--- config.mk ---
export PLATFORM = sky130hd
export DESIGN_NAME = program_loader
export DESIGN_NICKNAME = d
export VERILOG_FILES = /design/src/rtl/program_loader.sv
export SDC_FILE = /design/constraint.sdc
export NUM_CORES = 1
export LEC_CHECK = 0
export CAP_MARGIN = 25
export CORE_MARGIN = 5
export CORE_UTILIZATION = 30
export CTS_CLUSTER_DIAMETER = 150
export DETAILED_ROUTE_END_ITERATION = 10
export GPL_TIMING_DRIVEN = 0
export PLACE_DENSITY = 0.47
export SYNTH_ARGS = -nofsm -noshare
export SYNTH_HDL_FRONTEND = slang
export SYNTH_SLANG_ARGS = --single-unit
--- constraint.sdc ---
create_clock -name clk -period 2.1 [get_ports clk]
set_input_delay 0.315 -clock clk [delete_from_list [all_inputs] [get_ports clk]]
set_output_delay 0.315 -clock clk [all_outputs]
set_load 0.03 [all_outputs]
--- src/rtl/program_loader.sv ---
`default_nettype none
// ============================================================================
//  Module   : program_loader
//  Purpose  : Byte-stream boot loader. Receives a framed program
//             (A5, N, 4N data bytes MSB first, XOR checksum), writes each
//             32-bit word into the CPU instruction memory as it arrives and
//             releases cpu_hold only after the checksum matches.
//  Ports    : clk, reset          - clock, synchronous active-high reset
//             in_data/in_valid/   - incoming byte stream (valid/ready)
//             in_ready
//             mem_addr/mem_data/  - instruction memory write port
//             mem_we
//             cpu_hold            - freezes the CPU while high
//             done / error        - load verified / checksum mismatch
//             words_loaded        - words written in the current frame
//  Revision : 1.0 - initial release
// ============================================================================
module program_loader #(
  parameter int ADDR_WIDTH = 8
) (
  input  logic                  clk,
  input  logic                  reset,
  input  logic [7:0]            in_data,
  input  logic                  in_valid,
  output logic                  in_ready,
  output logic [ADDR_WIDTH-1:0] mem_addr,
  output logic [31:0]           mem_data,
  output logic                  mem_we,
  output logic                  cpu_hold,
  output logic                  done,
  output logic                  error,
  output logic [ADDR_WIDTH:0]   words_loaded
);

  localparam logic [7:0] SYNC_BYTE = 8'hA5;

  typedef enum logic [2:0] {
    ST_SYNC  = 3'd0,
    ST_COUNT = 3'd1,
    ST_DATA  = 3'd2,
    ST_CHECK = 3'd3,
    ST_DONE  = 3'd4,
    ST_ERROR = 3'd5
  } state_t;

  state_t                state;
  logic [ADDR_WIDTH:0]   target;    // words expected in this frame
  logic [ADDR_WIDTH-1:0] addr;      // next write address (wraps)
  logic [1:0]            byte_idx;  // byte position within current word
  logic [23:0]           word_reg;  // first three bytes of current word
  logic [7:0]            csum;      // running XOR of data bytes

  wire                   xfer     = in_valid && in_ready;
  wire [ADDR_WIDTH:0]    next_cnt = words_loaded + 1'b1;

  always_ff @(posedge clk) begin
    if (reset) begin
      state        <= ST_SYNC;
      in_ready     <= 1'b1;
      cpu_hold     <= 1'b1;
      done         <= 1'b0;
      error        <= 1'b0;
      mem_we       <= 1'b0;
      mem_addr     <= '0;
      mem_data     <= '0;
      words_loaded <= '0;
      target       <= '0;
      addr         <= '0;
      byte_idx     <= '0;
      word_reg     <= '0;
      csum         <= '0;
    end else begin
      mem_we <= 1'b0;
      if (xfer) begin
        case (state)
          ST_SYNC: begin
            if (in_data == SYNC_BYTE) state <= ST_COUNT;
          end

          ST_COUNT: begin
            // A count of zero encodes a full memory image.
            if (in_data == 8'd0)
              target <= {1'b1, {ADDR_WIDTH{1'b0}}};
            else
              target <= (ADDR_WIDTH+1)'(in_data);
            addr         <= '0;
            words_loaded <= '0;
            byte_idx     <= '0;
            word_reg     <= '0;
            csum         <= '0;
            state        <= ST_DATA;
          end

          ST_DATA: begin
            csum     <= csum ^ in_data;
            word_reg <= {word_reg[15:0], in_data};
            byte_idx <= byte_idx + 1'b1;
            if (byte_idx == 2'd3) begin
              mem_data     <= {word_reg, in_data};
              mem_addr     <= addr;
              mem_we       <= 1'b1;
              addr         <= addr + 1'b1;
              words_loaded <= next_cnt;
              if (next_cnt == target) state <= ST_CHECK;
            end
          end

          ST_CHECK: begin
            if (in_data == csum) begin
              state    <= ST_DONE;
              done     <= 1'b1;
              cpu_hold <= 1'b0;
              in_ready <= 1'b0;
            end else begin
              state <= ST_ERROR;
              error <= 1'b1;
            end
          end

          ST_ERROR: begin
            if (in_data == SYNC_BYTE) begin
              error <= 1'b0;
              state <= ST_COUNT;
            end
          end

          default: begin
            // ST_DONE never sees a transfer (in_ready is low); hold state.
            state <= state;
          end
        endcase
      end
    end
  end

endmodule
`default_nettype wire

After elaboration in Yosys (flattened, before gate mapping)
Cells that the tools add are included.
Widths: inputs -> output; s select.
{ "word_totals": {"register_bits": 107, "inputBits": 11, "out_inout_bits": 54} }
{ "classes": {"add_sub_neg": 3, "n_eq_ne": 13, "muxes": 17, "n_bitwise": 3, "reduce_logical": 15} }
{ "ops": {"columns": ["operator", "n"], "rows": [
  ["$pmux 24 s2", 1],
  ["$pmux 8 s2", 2],
  ["$mux 9", 2],
  ["$pmux 9 s2", 1],
  ["$pmux 3 s4", 1],
  ["$add 9x1->9 const B", 1],
  ["$eq 9x9->1", 1],
  ["$mux 3", 3],
  ["$reduce_and 3->1", 3],
  ["$add 8x1->8 const B", 1],
  ["$eq 8x8->1", 1],
  ["$eq 8x8->1 const B", 1],
  ["$logic_not 8->1", 1],
  ["$mux 8", 1],
  ["$ne 2x2->1 const B", 4],
  ["$xor 8x8->8", 1],
  ["$eq 3x2->1 const B", 2],
  ["$reduce_and 5->1", 1],
  ["$mux 1", 4],
  ["$pmux 2 s2", 1],
  ["$reduce_and 2->1", 2],
  ["$reduce_and 4->1", 1],
  ["$reduce_bool 2->1", 2],
  ["$reduce_bool 4->1", 1],
  ["11 further kinds", 12]
]} }

Depth between registers and ports, before layout
Gate-level depths: netlist of the first run.
{ "depth": {"ltp_word": 5, "mapped_depth": 9} }

Least setup slack after synthesis of the first run
OpenSTA, ideal clock, no wires.
{ "synth_path": {"path_type": "register to register", "start": "reg words_loaded[0]", "end": "reg state[0]", "setup_ps": 58, "arrival_ps": 2030, "slack_ps": 12, "path_stages_with_launch": 8, "path_buffers": 0, "synth_period_minus_slack_ps": 2088, "cell_sequence": "dfxtp_1 -> ha_1 -> and3_1 -> and3_1 -> and3_1 -> nor3_1 -> a2111oi_0 -> o21a_1"} }
{ "synth_via": {"elab_chain_len": 4} }
{ "synth_rtl": {"columns": ["element", "line_no", "text"], "rows": [
  ["start: declaration", "32", "output logic [ADDR_WIDTH:0] words_loaded"],
  ["start signal: assignment", "103", "words_loaded <= next_cnt;"],
  ["$add 9x1->9", "54", "wire [ADDR_WIDTH:0] next_cnt = words_loaded + 1'b1;"],
  ["$eq 9x9->1", "104", "if (next_cnt == target) state <= ST_CHECK;"],
  ["$ne 2x2->1 (no source line)", null, null],
  ["$reduce_and 5->1 (no source line)", null, null],
  ["end signal: assignment", "129", "state <= state;"],
  ["end: declaration", "46", "state_t state;"]
]} }
No other way between the ends.
A chain may end at the register's enable or synchronous reset.

Worst setup path after layout of the first run
{ "layout_path": {"start": "in in_valid", "end": "reg target[8]"} }
{ "layout_via": {"elab_chain_len": 2} }
{ "layout_rtl": {"columns": ["element", "line_no", "text"], "rows": [
  ["start: declaration", "24", "input logic in_valid,"],
  ["$logic_and 1x1->1", "53", "wire xfer = in_valid && in_ready;"],
  ["$reduce_and 2->1 (no source line)", null, null],
  ["end signal: assignment", "83", "target <= {1'b1, {ADDR_WIDTH{1'b0}}};"],
  ["end signal: assignment", "85", "target <= (ADDR_WIDTH+1)'(in_data);"],
  ["end: declaration", "47", "logic [ADDR_WIDTH:0] target;"]
]} }
No other way between the ends.

==> results of run 1 <==
cell type report:
| type | count | area [um^2] |
|---|---|---|
| buffer | 38 | 170.2 |
| clock buffer | 10 | 229.0 |
| clock inverter | 6 | 78.83 |
| fill | 1534 | 8845 |
| inverter | 3 | 11.26 |
| multi-input combinational | 406 | 2138 |
| sequential | 107 | 2148 |
| tap | 184 | 230.2 |
| timing repair buffer | 62 | 628.1 |
power by group:
| part | total (W) | switching, W | internal [W] |
|---|---|---|---|
| clock | 0.00179 | 0.000836 | 0.000955 |
| combinational | 0.0000987 | 0.0000733 | 0.0000253 |
| sequential | 0.00203 | 0.000000245 | 0.00203 |
worst max-delay path, stage by stage:
cell             delay (ns)
clkdlybuf4s50_1        0.57
nand3_2                0.17
or3_4                  0.39
clkbuf_2               0.22
clkbuf_1               0.26
a21oi_1                0.20
nor2_1                 0.05
cells in the final DEF, fill, tap and decap left out, types with 10 or more instances in the layout:
| cell | synthesis | final |
|---|---|---|
| nor2_1 | 38 | 37 |
| clkbuf_1 | 26 | 23 |
| nand2_1 | 131 | 131 |
| buf_2 | 11 | 10 |
| o21ai_1 | 16 | 16 |
| a21oi_1 | 97 | 97 |
| xor2_1 | 16 | 16 |
| nand3_1 | 28 | 28 |
| clkdlybuf4s50_1 | 0 | 59 |
| dfxtp_1 | 107 | 104 |
what timing repair did:
item,4_1_cts,5_1_grt
hold buffers,0,0
setup endpoints to repair,1,45
resized for setup,6,21
pin swaps,1,1
cloned,0,0
stage by stage:
stage	worst slack (ns)	hold slack, ns	total power [W]	instance area [um^2]
final	0.1374	0.3297	0.003915	5634
after global routing	-0.01457	0.3465	0.004050	5634
after CTS	0.008020	0.3108	0.003966	5598
after detailed placement	-0.3521	0.4438	0.002175	5258
after global placement	-0.3346	0.4447	0.002175	5258
after floorplan	0.01172	0.4316	0.002117	4407
metal layers:
metal	up-vias	routed length, um
met4	0	146
met5	-	0
met3	10	511
li1	2032	-
met2	74	6058
met1	1882	6224
synthesized netlist by cell type, drive strengths merged, types with 3 or more instances:
cell / n / area, um^2
and3: 10 / 62.56
a22oi: 3 / 22.52
o21ai: 21 / 105.1
buf: 12 / 62.56
nand2: 132 / 503.0
nor3: 5 / 30.03
ha: 3 / 37.54
xor2: 16 / 140.1
or3: 5 / 36.28
or2: 3 / 18.77
inv: 3 / 11.26
xnor2: 8 / 70.07
nand4: 7 / 58.81
nand3: 30 / 167.7
nand3b: 6 / 45.04
a21oi: 97 / 485.5
nor2: 39 / 148.9
dfxtp: 107 / 2142
clkbuf: 26 / 97.59
worst max path at each step:
stage,start,end,cells past startpoint
global placement,in_valid,mem_data[8],8
finish,in_valid,target[8],7
detailed placement,in_data[1],state[0],7
floorplan,words_loaded[0],state[0],7
CTS,in_data[1],state[0],7
global route,state[2],words_loaded[6],7
cell families (layout without fill, tap and decap cells):
family | after synthesis | after routing | synth area share, %
and+or+nand+nor | 247 | 247 | 25.95
AOI/OAI and AO/OA | 131 | 131 | 15.70
DFF | 107 | 107 | 48.61
buffers and inverters | 41 | 119 | 3.890
xor gates and xnor gates | 24 | 24 | 4.770
adders and majority gates | 3 | 3 | 0.8519
muxes | 1 | 1 | 0.2272
==> flow_summary_export.csv, run 1 <==
group,metric,value,unit
placed_design,place_inst,800,
worst_setup_path,cp_max_fo,10,
layout,drive_gt1_share,7.278,%
synth,ys_seq_area_share,48.61,%
hold_path,hold_path_depth,3,
layout,final_util,38.91,%
hold_path,min_to,"target[7]",
sta,hold_viol,0,
sta,period_share,93.46,%
worst_setup_path,r2r_end,"target[8]",
sta,max-slew-margin-rel,52.06,%
placed_design,hpwlAfterDp,9372,um
cts,cts_sinks,107,
worst_setup_path,r2r_slack,0.16,ns
die,rows,44,
worst_setup_path,timing.rr.start,"cpu_hold",
cts,clock_latency,0.35,ns
hold_path,hp-start,"in_data[7]",
route,wl_per_cell,15.86,um
global_route,antenna_found_initial,0,
route,vias,3998,
sta,setup_viol,0,
synth,synth_edf_count,0,
worst_setup_path,rr_worst_depth,6,
die,pin_count,65,
worst_setup_path,worstSetupPathType,"in -> reg",
power_and_ir_drop,power.density,694.9,nW/um^2
die,die_x,131.2,um
synth,syn_inst,554,
die,start_util,30.44,%
worst_setup_path,worstPathArrival,2.18,ns
sta,fin_tns_setup,0,ns
die,core_area,14480,um^2
die,design.die.area,17210,um^2
cts,cts.clk_slew.worst_paths,0.07,ns
global_route,grtUsageMet3,2.599,%
power_and_ir_drop,p_leak,1.935,nW
synth,synth.ff_latch_count,107,
synth,synth_fp_nets,568,
sta,slew_viol_final,0,
synth,yosysUniqueCellTypes,45,
placed_design,globalplace.congestion,0.8299,
global_route,grt_max_degree,20,
layout,syn2layout_area_growth,27.85,%
worst_setup_path,end_kind,"flop",
route,drc,0,
sta,fmax,509.5,MHz
route,first_iter_violations,273,
worst_setup_path,cp.required,2.32,ns
cts,post_cts.repair.setup_buffers,0,
sta,clock_skew,0.009498,ns
cts,cts_root_buffer,"clkbuf_16",
cts,h-tree-depth,3,
job,drv_cap,0,
route,drt_first_pass_iters,4,
global_route,grt_pass1_wl,20960,um
synth,ys.flop_type,"dfxtp_1",
global_route,use_met1,20.04,%
worst_setup_path,cp-start-kind,"input port",
run_status,status,"complete, no violations",
global_route,grt_busiest_layer,"met2",
cts,numCtsBuffers,9,
hold_path,min_path_type,"in -> reg",
route,via_per_inst,4.900,
layout,largest_reg_flops,32,
die,die_h,131.2,um
power_and_ir_drop,ir_worst_vdd,0.0003522,V
layout,layout.cells.non_filler,816,
cts,cts_buffer_depth,2,
route,ant_nets,0,
synth,yosys_warnings,0,
synth,async_reset_ff_share,0,%
placed_design,placement.io_buffers,62,
sta,worst_pin_slew,0.7192,ns
global_route,grt_overflow,0,
layout,num_antenna_cells,0,
cts,cts_tree,"yes",
route,drt_wl_total,12940,um
synth,avgSynthCellArea,7.954,um^2
layout,fin_nets,641,
sta,rsz0062_at_grt,"yes",
global_route,grt_pass1_vias,3893,
sta,finalCriticalPeriod,1.963,ns
global_route,grtUsageTotal,14.83,%
synth,syn-cell-area,4407,um^2
global_route,met2_usage,24.35,%
No activity file was read; power rests on OpenSTA's default activity.
==> run 2: changes to the inputs <==
==> constraint.sdc (replaced) <==
create_clock -name clk -period 1.9 [get_ports clk]
set_input_delay 0.285 -clock clk [delete_from_list [all_inputs] [get_ports clk]]
set_output_delay 0.285 -clock clk [all_outputs]
set_load 0.03 [all_outputs]
==> run 2 against run 1 <==
  * Non-clock buffer count grew 6
  * Sequential share of layout area shrank 0.82 points
  * Sequential power increased by 10%
  * Clock skew shrank 0.00097 ns
  * Clock power up 8%
  * Core utilization rose by 0.95 points
  * Via count is 1.2% higher
  * Global-route usage increased by 0.072 points
  * Largest cell class is now multi-input combinational cells
  * Final area is 2.4% higher
  * Die area is the same
  * Combinational power is 9% higher
==> flow_summary_export.csv, run 2 (synthesis results as in run 1) <==
group,metric,value,unit
cts,cts.clk_slew.worst_paths,0.07,ns
die,design.die.area,17210,um^2
placed_design,place_inst,800,
worst_setup_path,startpoint,"words_loaded[2]",
route,via_per_inst,4.923,
worst_setup_path,r2r_end,"state[0]",
worst_setup_path,end_kind,"flop",
sta,max-slew-margin-rel,55.34,%
die,rows,44,
global_route,grt_busiest_layer,"met2",
placed_design,placement.io_buffers,62,
placed_design,dp_slack,-0.5144,ns
power_and_ir_drop,ir_worst_vdd,0.0003937,V
layout,largest_reg_flops,32,
worst_setup_path,rr_worst_depth,7,
layout,drive_gt1_share,10.97,%
cts,cts_sinks,107,
layout,fin_nets,647,
global_route,met2_usage,23.84,%
worst_setup_path,worstSetupPathType,"reg -> reg",
layout,final_common_cell,"nand2_1",
run_status,status,"complete, no violations",
sta,fmax,533.3,MHz
layout,layout.cells.non_filler,822,
job,drv_cap,0,
sta,finalCriticalPeriod,1.875,ns
die,start_util,30.44,%
worst_setup_path,worstPathArrival,2.17,ns
route,ant_nets,0,
sta,worst_slack,0.02478,ns
power_and_ir_drop,power.density,743.0,nW/um^2
layout,num_antenna_cells,0,
die,die_x,131.2,um
placed_design,placed_area,5266,um^2
worst_setup_path,cp.required,2.20,ns
cts,clock_latency,0.35,ns
power_and_ir_drop,pwr-share-seq,52.2,%
power_and_ir_drop,p_leak,1.997,nW
global_route,grt_max_degree,18,
sta,worst_pin_slew,0.6699,ns
global_route,grt_pass1_wl,20930,um
sta,period_share,98.70,%
sta,fin_tns_setup,0,ns
power_and_ir_drop,p_clk_share,45.3,%
sta,slew_viol_final,0,
sta,clock_skew,0.008526,ns
route,drc,0,
power_and_ir_drop,comb_power_share,2.5,%
die,die_h,131.2,um
worst_setup_path,timing.rr.start,"words_loaded[2]",
layout,syn2layout_area_growth,30.98,%
route,wl_per_cell,15.65,um
layout,final_cell_mix,"nand2_1, dfxtp_1, a21oi_1",
global_route,grtUsageTotal,14.90,%
sta,hold_viol,0,
global_route,grtUsageMet3,3.593,%
route,vias,4047,
global_route,antenna_found_initial,0,
hold_path,min_path_type,"in -> reg",
layout,finalInstanceArea,5772,um^2
worst_setup_path,cp-start-kind,"flop",
global_route,use_met1,20.09,%
die,pin_count,65,
cts,numCtsBuffers,9,
cts,cts_buffer_depth,2,
power_and_ir_drop,netSwitchingPower,0.0009496,W
sta,setup_viol,0,
cts,hold_buffers,0,
route,drt_wl_total,12870,um
power_and_ir_drop,sw_frac_of_total,22.14,%
power_and_ir_drop,p_total,0.004289,W
cts,h-tree-depth,3,
placed_design,hpwlAfterDp,9312,um
cts,cts_tree,"yes",
global_route,grt_pass1_vias,3955,
sta,rsz0062_at_grt,"yes",
power_and_ir_drop,p_int,0.003339,W
worst_setup_path,worst_setup_path_endpoint,"state[0]",
route,drt_first_pass_iters,4,
die,core_area,14480,um^2
placed_design,globalplace.congestion,0.7850,
route,first_iter_violations,255,
worst_setup_path,cp_max_fo,9,
cts,cts_root_buffer,"clkbuf_16",
worst_setup_path,r2r_slack,0.02,ns
global_route,grt_overflow,0,
==> run 2: cell count changes in the layout (fill, tap and decap cells not counted), sizes merged <==
cell           previous run  this run
inv                       7         6
dlygate4sd2               0         3
clkinv                    1         0
buf                      12        17
clkdlybuf4s50            59        55
clkbuf                   36        39
dlymetal6s2s              3         4
==> run 2: power groups by stage <==
stage,clock network [W],logic [W],registers [W]
global route,0.00210,0.000117,0.00224
CTS,0.00201,0.000110,0.00224
floorplan,0,0.0000468,0.00229
finish,0.00194,0.000108,0.00224
global placement,0,0.000108,0.00229
detailed placement,0,0.000109,0.00229
==> run 2: critical path, stage by stage, from the launching register on <==
cell	delay (ns)
dfxtp_2	0.32
clkbuf_4	0.16
and3_2	0.26
and3_1	0.23
xnor2_1	0.17
nand4_1	0.16
a2111oi_4	0.36
o21a_1	0.15
==> run 2: worst min-delay path by stage <==
stage	from	end	cells past startpoint
2_1_floorplan	in_valid	error	1
3_3_place_gp	done	done	2
3_5_place_dp	done	done	2
4_1_cts	in_data[7]	target[7]	3
5_1_grt	in_data[7]	target[7]	3
6_report	in_valid	error	2
==> run 2: per-layer routing <==
layer  wire, um  up-vias
li1           -     2039
met3        495       13
met5          0        -
met1       6231     1934
met4        163        0
met2       5973       61
==> run 2: metrics by stage <==
step,hold WS (ns),util [%]
3_5_place_dp,0.4417,36.37
3_3_place_gp,0.4467,36.37
6_report,0.2804,39.86
2_1_floorplan,0.4016,-
5_1_grt,0.3002,39.86
4_1_cts,0.2687,39.11
==> run 2: what timing repair did <==
| action | CTS | global route |
|---|---|---|
| setup endpoints to repair | 64 | 78 |
| gates cloned | 0 | 0 |
| pin swaps | 2 | 10 |
| setup buffers | 2 | 4 |
| gates resized for setup | 26 | 39 |
==> run 2: area by class of cell <==
cell class,count,area (um^2)
flip-flops and latches,107,2153
repair buffers,68,671.9
well taps,184,230.2
clock inverters,4,56.30
multi-input cells,406,2182
inverters,3,11.26
clock buffers,12,246.5
fillers,1499,8707
plain buffers,38,220.2
